File: src/rtl/alu_sequencer.sv
// alu_sequencer: command sequencer and 8x16 operand store for an external
// four-function logic ALU. It accepts one command at a time, drives the
// registered operands and opcode to the ALU, writes the result back and
// returns it over a valid/ready response channel.
module alu_sequencer #(
    parameter int unsigned NREGS = 8
) (
    input  logic        clk,
    input  logic        reset,
    input  logic        ld_en,
    input  logic [2:0]  ld_addr,
    input  logic [15:0] ld_data,
    input  logic        cmd_valid,
    output logic        cmd_ready,
    input  logic [1:0]  cmd_op,
    input  logic [2:0]  cmd_rs1,
    input  logic [2:0]  cmd_rs2,
    input  logic [2:0]  cmd_rd,
    output logic [1:0]  alu_op,
    output logic [15:0] alu_a,
    output logic [15:0] alu_b,
    input  logic [15:0] alu_o,
    output logic        rsp_valid,
    input  logic        rsp_ready,
    output logic [15:0] rsp_data,
    input  logic [2:0]  rd_addr,
    output logic [15:0] rd_data,
    output logic [7:0]  done_cnt
);

    localparam logic [1:0] ST_IDLE = 2'd0;
    localparam logic [1:0] ST_EXEC = 2'd1;
    localparam logic [1:0] ST_RESP = 2'd2;

    logic [1:0]  state_q,     state_d;
    logic [15:0] regs_q [NREGS];
    logic [15:0] regs_d [NREGS];
    logic [1:0]  alu_op_q,    alu_op_d;
    logic [15:0] alu_a_q,     alu_a_d;
    logic [15:0] alu_b_q,     alu_b_d;
    logic [2:0]  rd_q,        rd_d;
    logic        rsp_valid_q, rsp_valid_d;
    logic [15:0] rsp_data_q,  rsp_data_d;
    logic [7:0]  done_cnt_q,  done_cnt_d;

    // Next-state logic: external load first, then the writeback, so the
    // writeback overrides a load aimed at the same register in EXEC.
    always_comb begin
        state_d     = state_q;
        regs_d      = regs_q;
        alu_op_d    = alu_op_q;
        alu_a_d     = alu_a_q;
        alu_b_d     = alu_b_q;
        rd_d        = rd_q;
        rsp_valid_d = rsp_valid_q;
        rsp_data_d  = rsp_data_q;
        done_cnt_d  = done_cnt_q;

        if (ld_en) begin
            regs_d[ld_addr] = ld_data;
        end

        case (state_q)
            ST_IDLE: begin
                if (cmd_valid) begin
                    // operands come from regs_q, i.e. before any same-edge load
                    alu_op_d = cmd_op;
                    alu_a_d  = regs_q[cmd_rs1];
                    alu_b_d  = regs_q[cmd_rs2];
                    rd_d     = cmd_rd;
                    state_d  = ST_EXEC;
                end
            end
            ST_EXEC: begin
                regs_d[rd_q] = alu_o;
                rsp_data_d   = alu_o;
                rsp_valid_d  = 1'b1;
                state_d      = ST_RESP;
            end
            ST_RESP: begin
                if (rsp_ready) begin
                    rsp_valid_d = 1'b0;
                    done_cnt_d  = done_cnt_q + 8'd1;
                    state_d     = ST_IDLE;
                end
            end
            default: begin
                state_d = ST_IDLE;
            end
        endcase
    end

    // State registers with asynchronous active-low reset.
    always_ff @(posedge clk or negedge reset) begin
        if (!reset) begin
            state_q     <= ST_IDLE;
            regs_q      <= '{default: '0};
            alu_op_q    <= '0;
            alu_a_q     <= '0;
            alu_b_q     <= '0;
            rd_q        <= '0;
            rsp_valid_q <= 1'b0;
            rsp_data_q  <= '0;
            done_cnt_q  <= '0;
        end else begin
            state_q     <= state_d;
            regs_q      <= regs_d;
            alu_op_q    <= alu_op_d;
            alu_a_q     <= alu_a_d;
            alu_b_q     <= alu_b_d;
            rd_q        <= rd_d;
            rsp_valid_q <= rsp_valid_d;
            rsp_data_q  <= rsp_data_d;
            done_cnt_q  <= done_cnt_d;
        end
    end

    // Output drive and combinational debug read port.
    always_comb begin
        cmd_ready = (state_q == ST_IDLE);
        alu_op    = alu_op_q;
        alu_a     = alu_a_q;
        alu_b     = alu_b_q;
        rsp_valid = rsp_valid_q;
        rsp_data  = rsp_data_q;
        done_cnt  = done_cnt_q;
        rd_data   = regs_q[rd_addr];
    end

endmodule

File: config.mk
export PLATFORM = sky130hd
export DESIGN_NAME = alu_sequencer
export DESIGN_NICKNAME = d
export VERILOG_FILES = /design/src/rtl/alu_sequencer.sv
export SDC_FILE = /design/constraint.sdc
export NUM_CORES = 1
export LEC_CHECK = 0
export CAP_MARGIN = 0
export CORE_ASPECT_RATIO = 0.6
export CORE_UTILIZATION = 29
export DETAILED_ROUTE_END_ITERATION = 8
export PLACE_DENSITY = 0.57
export SLEW_MARGIN = 25
export SYNTH_ARGS = -nofsm -noshare
export SYNTH_HDL_FRONTEND = slang
export SYNTH_SLANG_ARGS = --single-unit
File: constraint.sdc
create_clock -name clk -period 1.6 [get_ports clk]
set_input_delay 0.16 -clock clk [delete_from_list [all_inputs] [get_ports clk]]
set_output_delay 0.16 -clock clk [all_outputs]
set_load 0.005 [all_outputs]
==> metrics.yaml, run 1 <==
run_status:
  status: "finished, violations left"
  violations: "setup timing"
final_layout:
  nFillCells: 3739
  antenna_cells: 0
  stdcell_area_um2: 17700
  fin_nets: 1311
  drive_gt1_share_pct: 59.10
  area_growth_pct: 45.63
  fin_cells: 1829
logic_synthesis:
  synth_warnings: 0
  syn_avg_cell_area_um2: 12.97
  synth_top_cell_by_area: "dfrtp_1"
  synthTopCellsByCount: "271 x mux2_2, 192 x dfrtp_1, 92 x nand2_1"
  ys.flop_type: "dfrtp_1"
  synth_cells: 937
  synthTopCellsByArea: "dfrtp_1 40%, mux2_2 25%, mux2_4 7.4%"
  synth_edf_count: 0
  yosysUniqueCellTypes: 37
  synthesis.area_um2: 12150
  synth_top_area_share_pct: 39.53
  synth-async-reset-ratio_pct: 100.0
  syn-num-nets: 992
  synth-seq-area-share_pct: 39.53
  ys_seq_elements: 192
  yosysMostFrequentCell: "mux2_2"
sta:
  whs_ps: 233.8
  setup_viol: 94
  fmax_mhz: 515.1
  rsz0062_at_grt: "true"
  maxSlewViolCount: 0
  finalCritPeriodShare_pct: 121.3
  slew_headroom_pct: 63.17
  max_slew.worst_pin.slew_ps: 550.7
  period_needed_ps: 1941
  final.setup.worst_slack_ps: -341.3
  hold_viol: 0
  fin_skew_ps: 13.15
die:
  row_count: 57
  die_w_um: 266.3
  start_util_pct: 29.74
  dieArea_um2: 42760
  num_io_pins: 130
  fp.dieH_um: 160.6
  core-area_um2: 40870
worst_setup_path:
  worst_setup_path_start_kind: "flop"
  critical_path_arrival_ps: 1780
  path_class: "reg2out"
  rr_startpoint: "state_q[1]"
  cp_data_required_time_ps: 1440
  r2r_slack_ps: -120
  crit_fanout: 4
  endpoint: "rd_data[15]"
  r2r-end: "alu_a[10]"
  rr_worst_depth: 6
  endpoint_kind: "output pin"
  crit_start: "regs_q[79]"
grt:
  track_usage_pct: 20.37
  grt_pass1_wl_um: 64190
  grt_pass1_vias: 9580
  antenna_found_initial: 0
  overflow: 0
  grt_max_degree: 53
clock_tree:
  tritoncts: "yes"
  cts.path.max_buffers: 2
  clk_latency_ps: 470
  cts_sinks: 192
  h-tree-depth: 4
  cts_made_buffers: 17
  cts_root_buf: "clkbuf_16"
  cts.clk_slew.worst_paths_ps: 80
detailed_routing:
  ant_nets: 0
  via_count: 9659
  post_drt_wl_per_cell_um: 25.60
  drtIter0Drc: 859
  dr.pass1.iters: 5
  vias_per_cell: 5.281
  drc: 0
  wl_um: 46830
run:
  max-cap-violations: 0
power_and_ir_drop:
  power_w: 0.03116
  leakagePower_nw: 7.956
  power.switching_w: 0.01084
  vdd_drop_max_uv: 916.7
  swShare_pct: 34.78
  power_density_nw_per_um2: 1761
  internal_power_w: 0.02032
  comb_power_share_pct: 56.2
  p_clk_share_pct: 14.3
  p_seq_share_pct: 29.4
place:
  postPlaceCellArea_um2: 15600
  numPortBuffers: 129
  placed_cells: 1725
  gp_congestion: 0.8369
  hpwl_um: 28590
min_path:
  hp-class: "in2async"
## logic make-up (layout without fill, tap and decap cells)
logic type      after synthesis  count (layout)  share of synthesized area (%)
buf+inv                      73             404                          3.521
fa+ha+maj                     1               1                         0.1029
mux                         437             437                          44.65
compound gates               97              97                          5.971
simple gates                130             131                          5.724
flops                       192             192                          39.53
xor+xnor                      7               7                         0.5044
## critical path, cell delays in order, from the launching register on
cell	delay (ps)
dfrtp_1	410
mux4_2	470
mux2_4	310
buf_6	120
## layout by cell type, fill, tap and decap left out, types with 2 or more instances in the layout
master	Yosys	routed
clkinv_8	0	3
dfrtp_1	192	188
and4bb_1	3	2
inv_6	0	4
buf_12	3	45
dfrtp_2	0	4
inv_8	0	4
o31ai_2	0	15
nand2_2	0	3
clkinv_4	0	4
clkdlybuf4s50_1	0	88
xnor2_1	4	4
o22ai_1	32	32
nand2_8	0	2
clkbuf_16	0	27
nand2_4	0	23
nor2b_1	5	2
buf_2	27	3
xor2_1	3	3
mux2i_1	64	64
nand4_1	4	4
nor2b_4	0	3
buf_6	6	27
nand2b_1	4	4
or3b_4	0	2
buf_16	0	3
mux4_2	32	32
nor2_2	0	2
o31ai_4	0	16
buf_4	7	172
nor2_1	5	3
nand3_2	4	2
nand2_1	92	64
nand3_4	0	2
dlygate4sd2_1	0	7
mux2_2	271	247
dlymetal6s2s_1	0	13
nand4b_4	3	3
a22o_1	32	32
mux2_4	60	94
## layout make-up
class	instances	area [µm²]	share of cell area (%)
Multi-Input combinational cell	673	7619	43.04
Tap cell	560	700.7	3.959
Sequential cell	192	4810	27.17
Clock buffer	17	425.4	2.404
Timing Repair Buffer	371	3978	22.47
Clock inverter	15	163.9	0.9261
Inverter	1	3.754	0.02121
## metrics by stage
| stage | worst slack [ps] | TNS (ps) | utilization (%) |
|---|---|---|---|
| after detailed placement | -640.1 | -70650 | 38.17 |
| after CTS | -354.7 | -5314 | 40.65 |
| after floorplan | -23.57 | -235.7 | - |
| after global placement | -635.0 | -66550 | 38.17 |
| final | -341.3 | -8626 | 43.31 |
| after global routing | -377.2 | -11310 | 43.31 |
## layer usage
| metal | global-route usage, % | vias up | routed length, µm |
|---|---|---|---|
| li1 | - | 4209 | - |
| met1 | 30.27 | 5032 | 23030 |
| met2 | 30.56 | 364 | 20610 |
| met3 | 3.128 | 54 | 2550 |
| met4 | 5.303 | 0 | 642 |
| met5 | 0 | - | 0 |
## power groups by stage
stage               logic (W)  clock network [W]  registers (W)
floorplan             0.00779                  0        0.00893
global placement       0.0138                  0        0.00918
finish                 0.0175            0.00446        0.00918
CTS                    0.0154            0.00454        0.00892
global route           0.0186            0.00472        0.00939
detailed placement     0.0141                  0        0.00916
## how the worst min path moves through the flow
stage | start | to | slack [ps] | depth (start not counted)
after floorplan | reset | alu_a[0] | -140 | 0
after global placement | reset | rd_q[0] | 150 | 1
after detailed placement | reset | regs_q[103] | 150 | 1
after CTS | reset | alu_b[1] | 220 | 2
after global routing | reset | regs_q[53] | 250 | 2
final | reset | regs_q[46] | 230 | 2
## state kept, by name (all words and copies together) (netlist names), 2 cells and up
| name | cells |
|---|---|
| regs_q | 128 |
| rd_q | 3 |
| alu_a | 16 |
| done_cnt | 8 |
| rsp_data | 16 |
| alu_op | 2 |
| state_q | 2 |
| alu_b | 16 |
## repair_timing
item,in CTS,in global routing
setup endpoints to repair,68,115
gates resized for setup,116,143
pin swaps,2,39
hold endpoints to repair,31,0
hold buffers,1,0
gates cloned,1,14
buffers inserted,35,21
(Power assumes the default switching activity.)
==> run 2: changes to the inputs <==
--- a/config.mk
+++ b/config.mk
@@ -6,7 +6,7 @@
 export NUM_CORES = 1
 export LEC_CHECK = 0
 export CAP_MARGIN = 0
-export CORE_ASPECT_RATIO = 0.6
+export CORE_MARGIN = 2
 export CORE_UTILIZATION = 29
 export DETAILED_ROUTE_END_ITERATION = 8
 export PLACE_DENSITY = 0.57
==> metrics.yaml, run 2 (synthesized netlist as in run 1, its figures left out) <==
worst_setup_path:
  path_cells: "mux4_2 > mux2_4 > buf_6"
  cp_data_required_time_ps: 1440  # about the same
  crit_family: "multiplexers"
  crit_path_top_delay_cell: "mux4_2"
  r2r_slack_ps: -60  # +60 ps
  path_class: "reg2out"
  endpoint_kind: "output pin"
  critical_path_arrival_ps: 1820  # +40 ps
  cp_num_buf_inv: 1  # unchanged
  slowest_delay_ps: 520  # +50 ps
  crit_fanout: 4  # unchanged
  worst_setup_path_start_kind: "flop"
place:
  hpwl_um: 27130  # -5.1%
  numPortBuffers: 129  # unchanged
  placed_cells: 1700  # -1.4%
  postPlaceCellArea_um2: 15590  # about the same
  gp_congestion: 0.8062  # -3.7%
clock_tree:
  cts_sinks: 192  # unchanged
  cts_root_buf: "clkbuf_16"
  h-tree-depth: 4  # unchanged
  cts_made_buffers: 17  # unchanged
  tritoncts: "yes"
  cts.path.max_buffers: 2  # unchanged
  clk_latency_ps: 460  # about the same
  cts.clk_slew.worst_paths_ps: 80  # about the same
power_and_ir_drop:
  swShare_pct: 33.84  # -0.94 points
  vdd_drop_max_uv: 810.5  # -12%
  power.switching_w: 0.01041  # -3.9%
  p_clk_share_pct: 14.2  # about the same
  power_density_nw_per_um2: 1758  # -0.13%
  comb_power_share_pct: 56.2  # about the same
  internal_power_w: 0.02036  # +0.18%
  p_seq_share_pct: 29.6  # +0.2 points
  leakagePower_nw: 7.794  # -2.0%
die:
  num_io_pins: 130  # unchanged
  dieArea_um2: 43560  # +1.9%
  core-area_um2: 41670  # +2.0%
  row_count: 75  # +32%
  die_w_um: 208.7  # -22%
  fp.dieH_um: 208.7  # +30%
  start_util_pct: 29.17  # -0.57 points
final_layout:
  drive_gt1_share_pct: 58.59  # -0.51 points
  largest-register: "regs_q"
  postLayoutCoreUtil_pct: 42.01  # -1.3 points
  area_growth_pct: 44.01
  most-common-layout-cells: "245 x mux2_2, 185 x dfrtp_1, 159 x buf_4, 96 x mux2_4, 93 x clkdlybuf4s50_1"
  largest_register_ffs: 128  # unchanged
  fin_cells: 1791  # -2.1%
  mostFrequentLayoutCell: "mux2_2"
  stdcell_area_um2: 17500  # -1.1%
  fin_nets: 1293  # -1.4%
grt:
  grt_pass1_vias: 9654  # +0.77%
  grt_pass1_wl_um: 65610  # +2.2%
  overflow: 0  # unchanged
  track_usage_pct: 20.48  # +0.11 points
  antenna_found_initial: 0  # unchanged
  grt_max_degree: 46  # -13%
sta:
  whs_ps: 238.4  # +4.637 ps
  period_needed_ps: 1975  # +33.77 ps
  maxSlewViolCount: 0  # unchanged
  setup_viol: 40  # -57%
  hold_viol: 0  # unchanged
  fin_skew_ps: 13.17  # +0.02290 ps
  max_slew.worst_pin.slew_ps: 471.9  # -78.77 ps
  finalCritPeriodShare_pct: 123.4  # +2.1 points
  slew_headroom_pct: 68.44  # +5.3 points
  fmax_mhz: 506.3  # -1.7%
  rsz0062_at_grt: "true"
  final.setup.worst_slack_ps: -375.1  # -33.77 ps
detailed_routing:
  drtIter0Drc: 554  # -36%
  dr.pass1.iters: 4  # -1
  wl_um: 45320  # -3.2%
  vias_per_cell: 5.234  # -0.89%
  ant_nets: 0  # unchanged
  post_drt_wl_per_cell_um: 25.31  # -1.2%
  via_count: 9374  # -3.0%
  drc: 0  # unchanged
run:
  max-cap-violations: 0  # unchanged
min_path:
  hp-class: "in2async"
run_status:
  violations: "setup timing"
  status: "finished, violations left"
-- run 2: cell types whose count changed in the layout (fill, tap and decap cells not counted), moves of 4 or more --
cell	previous run	this run
o31ai_2	15	6
nand2_2	3	10
buf_4	172	159
clkbuf_8	1	5
o31ai_4	16	25
clkdlybuf4s50_1	88	93
clkbuf_16	27	20
-- run 2: worst paths after layout --
check | from | endpoint | cells after the start
min in group clk | cmd_rd[2] | rd_q[2] | 2
setup / recovery | regs_q[6] | rd_data[6] | 3
hold reg to reg | done_cnt[7] | done_cnt[7] | 1
setup reg to reg | state_q[0] | alu_a[8] | 6
max in group asynchronous | reset | regs_q[45] | 3
hold / removal | reset | rsp_data[12] | 2
-- run 2: timing repair --
action,CTS,global route
hold endpoints to repair,39,0
pin swaps,12,42
setup buffers,29,20
gates cloned,6,3
gates resized for setup,150,100
hold buffers,1,0
endpoints found under the setup margin,61,91
-- run 2: area by class of cell --
cell class / count / area [µm²]
well taps: 539 / 674.4
diodes: 1 / 2.502
inverters: 1 / 3.754
fillers: 3886 / 24160
repair buffers: 354 / 3800
multi-input cells: 672 / 7630
clock inverters: 11 / 98.84
flip-flops and latches: 192 / 4813
clock buffers: 21 / 480.5
-- run 2: worst reg2reg max path, cell delays in order (launching register included) --
cell,delay (ps)
dfrtp_1,380
buf_4,140
or3b_4,430
buf_12,170
clkbuf_16,240
nand2_2,110
o31ai_4,70
-- run 2: power groups by stage --
stage / Combinational (W) / Sequential [W] / Clock, W
after floorplan: 0.00779 / 0.00893 / 0
after global placement: 0.0140 / 0.00909 / 0
after detailed placement: 0.0143 / 0.00911 / 0
after CTS: 0.0159 / 0.00893 / 0.00447
after global routing: 0.0185 / 0.00934 / 0.00464
final: 0.0173 / 0.00911 / 0.00438
-- run 2: per-layer routing --
metal / vias up / global-route usage, % / routed length (µm)
li1: 4159 / - / -
met1: 4872 / 27.40 / 20380
met4: 0 / 8.153 / 1468
met5: - / 0 / 0
met2: 270 / 32.69 / 21420
met3: 73 / 3.862 / 2055
-- run 2: per-stage QoR --
step / setup WS [ps] / setup TNS, ps / total power, W
2_1_floorplan: -23.57 / -235.7 / 0.01672
3_3_place_gp: -634.2 / -64850 / 0.02310
3_5_place_dp: -648.2 / -65210 / 0.02338
4_1_cts: -374.2 / -6389 / 0.02933
5_1_grt: -410.2 / -7918 / 0.03245
6_report: -375.1 / -5212 / 0.03077
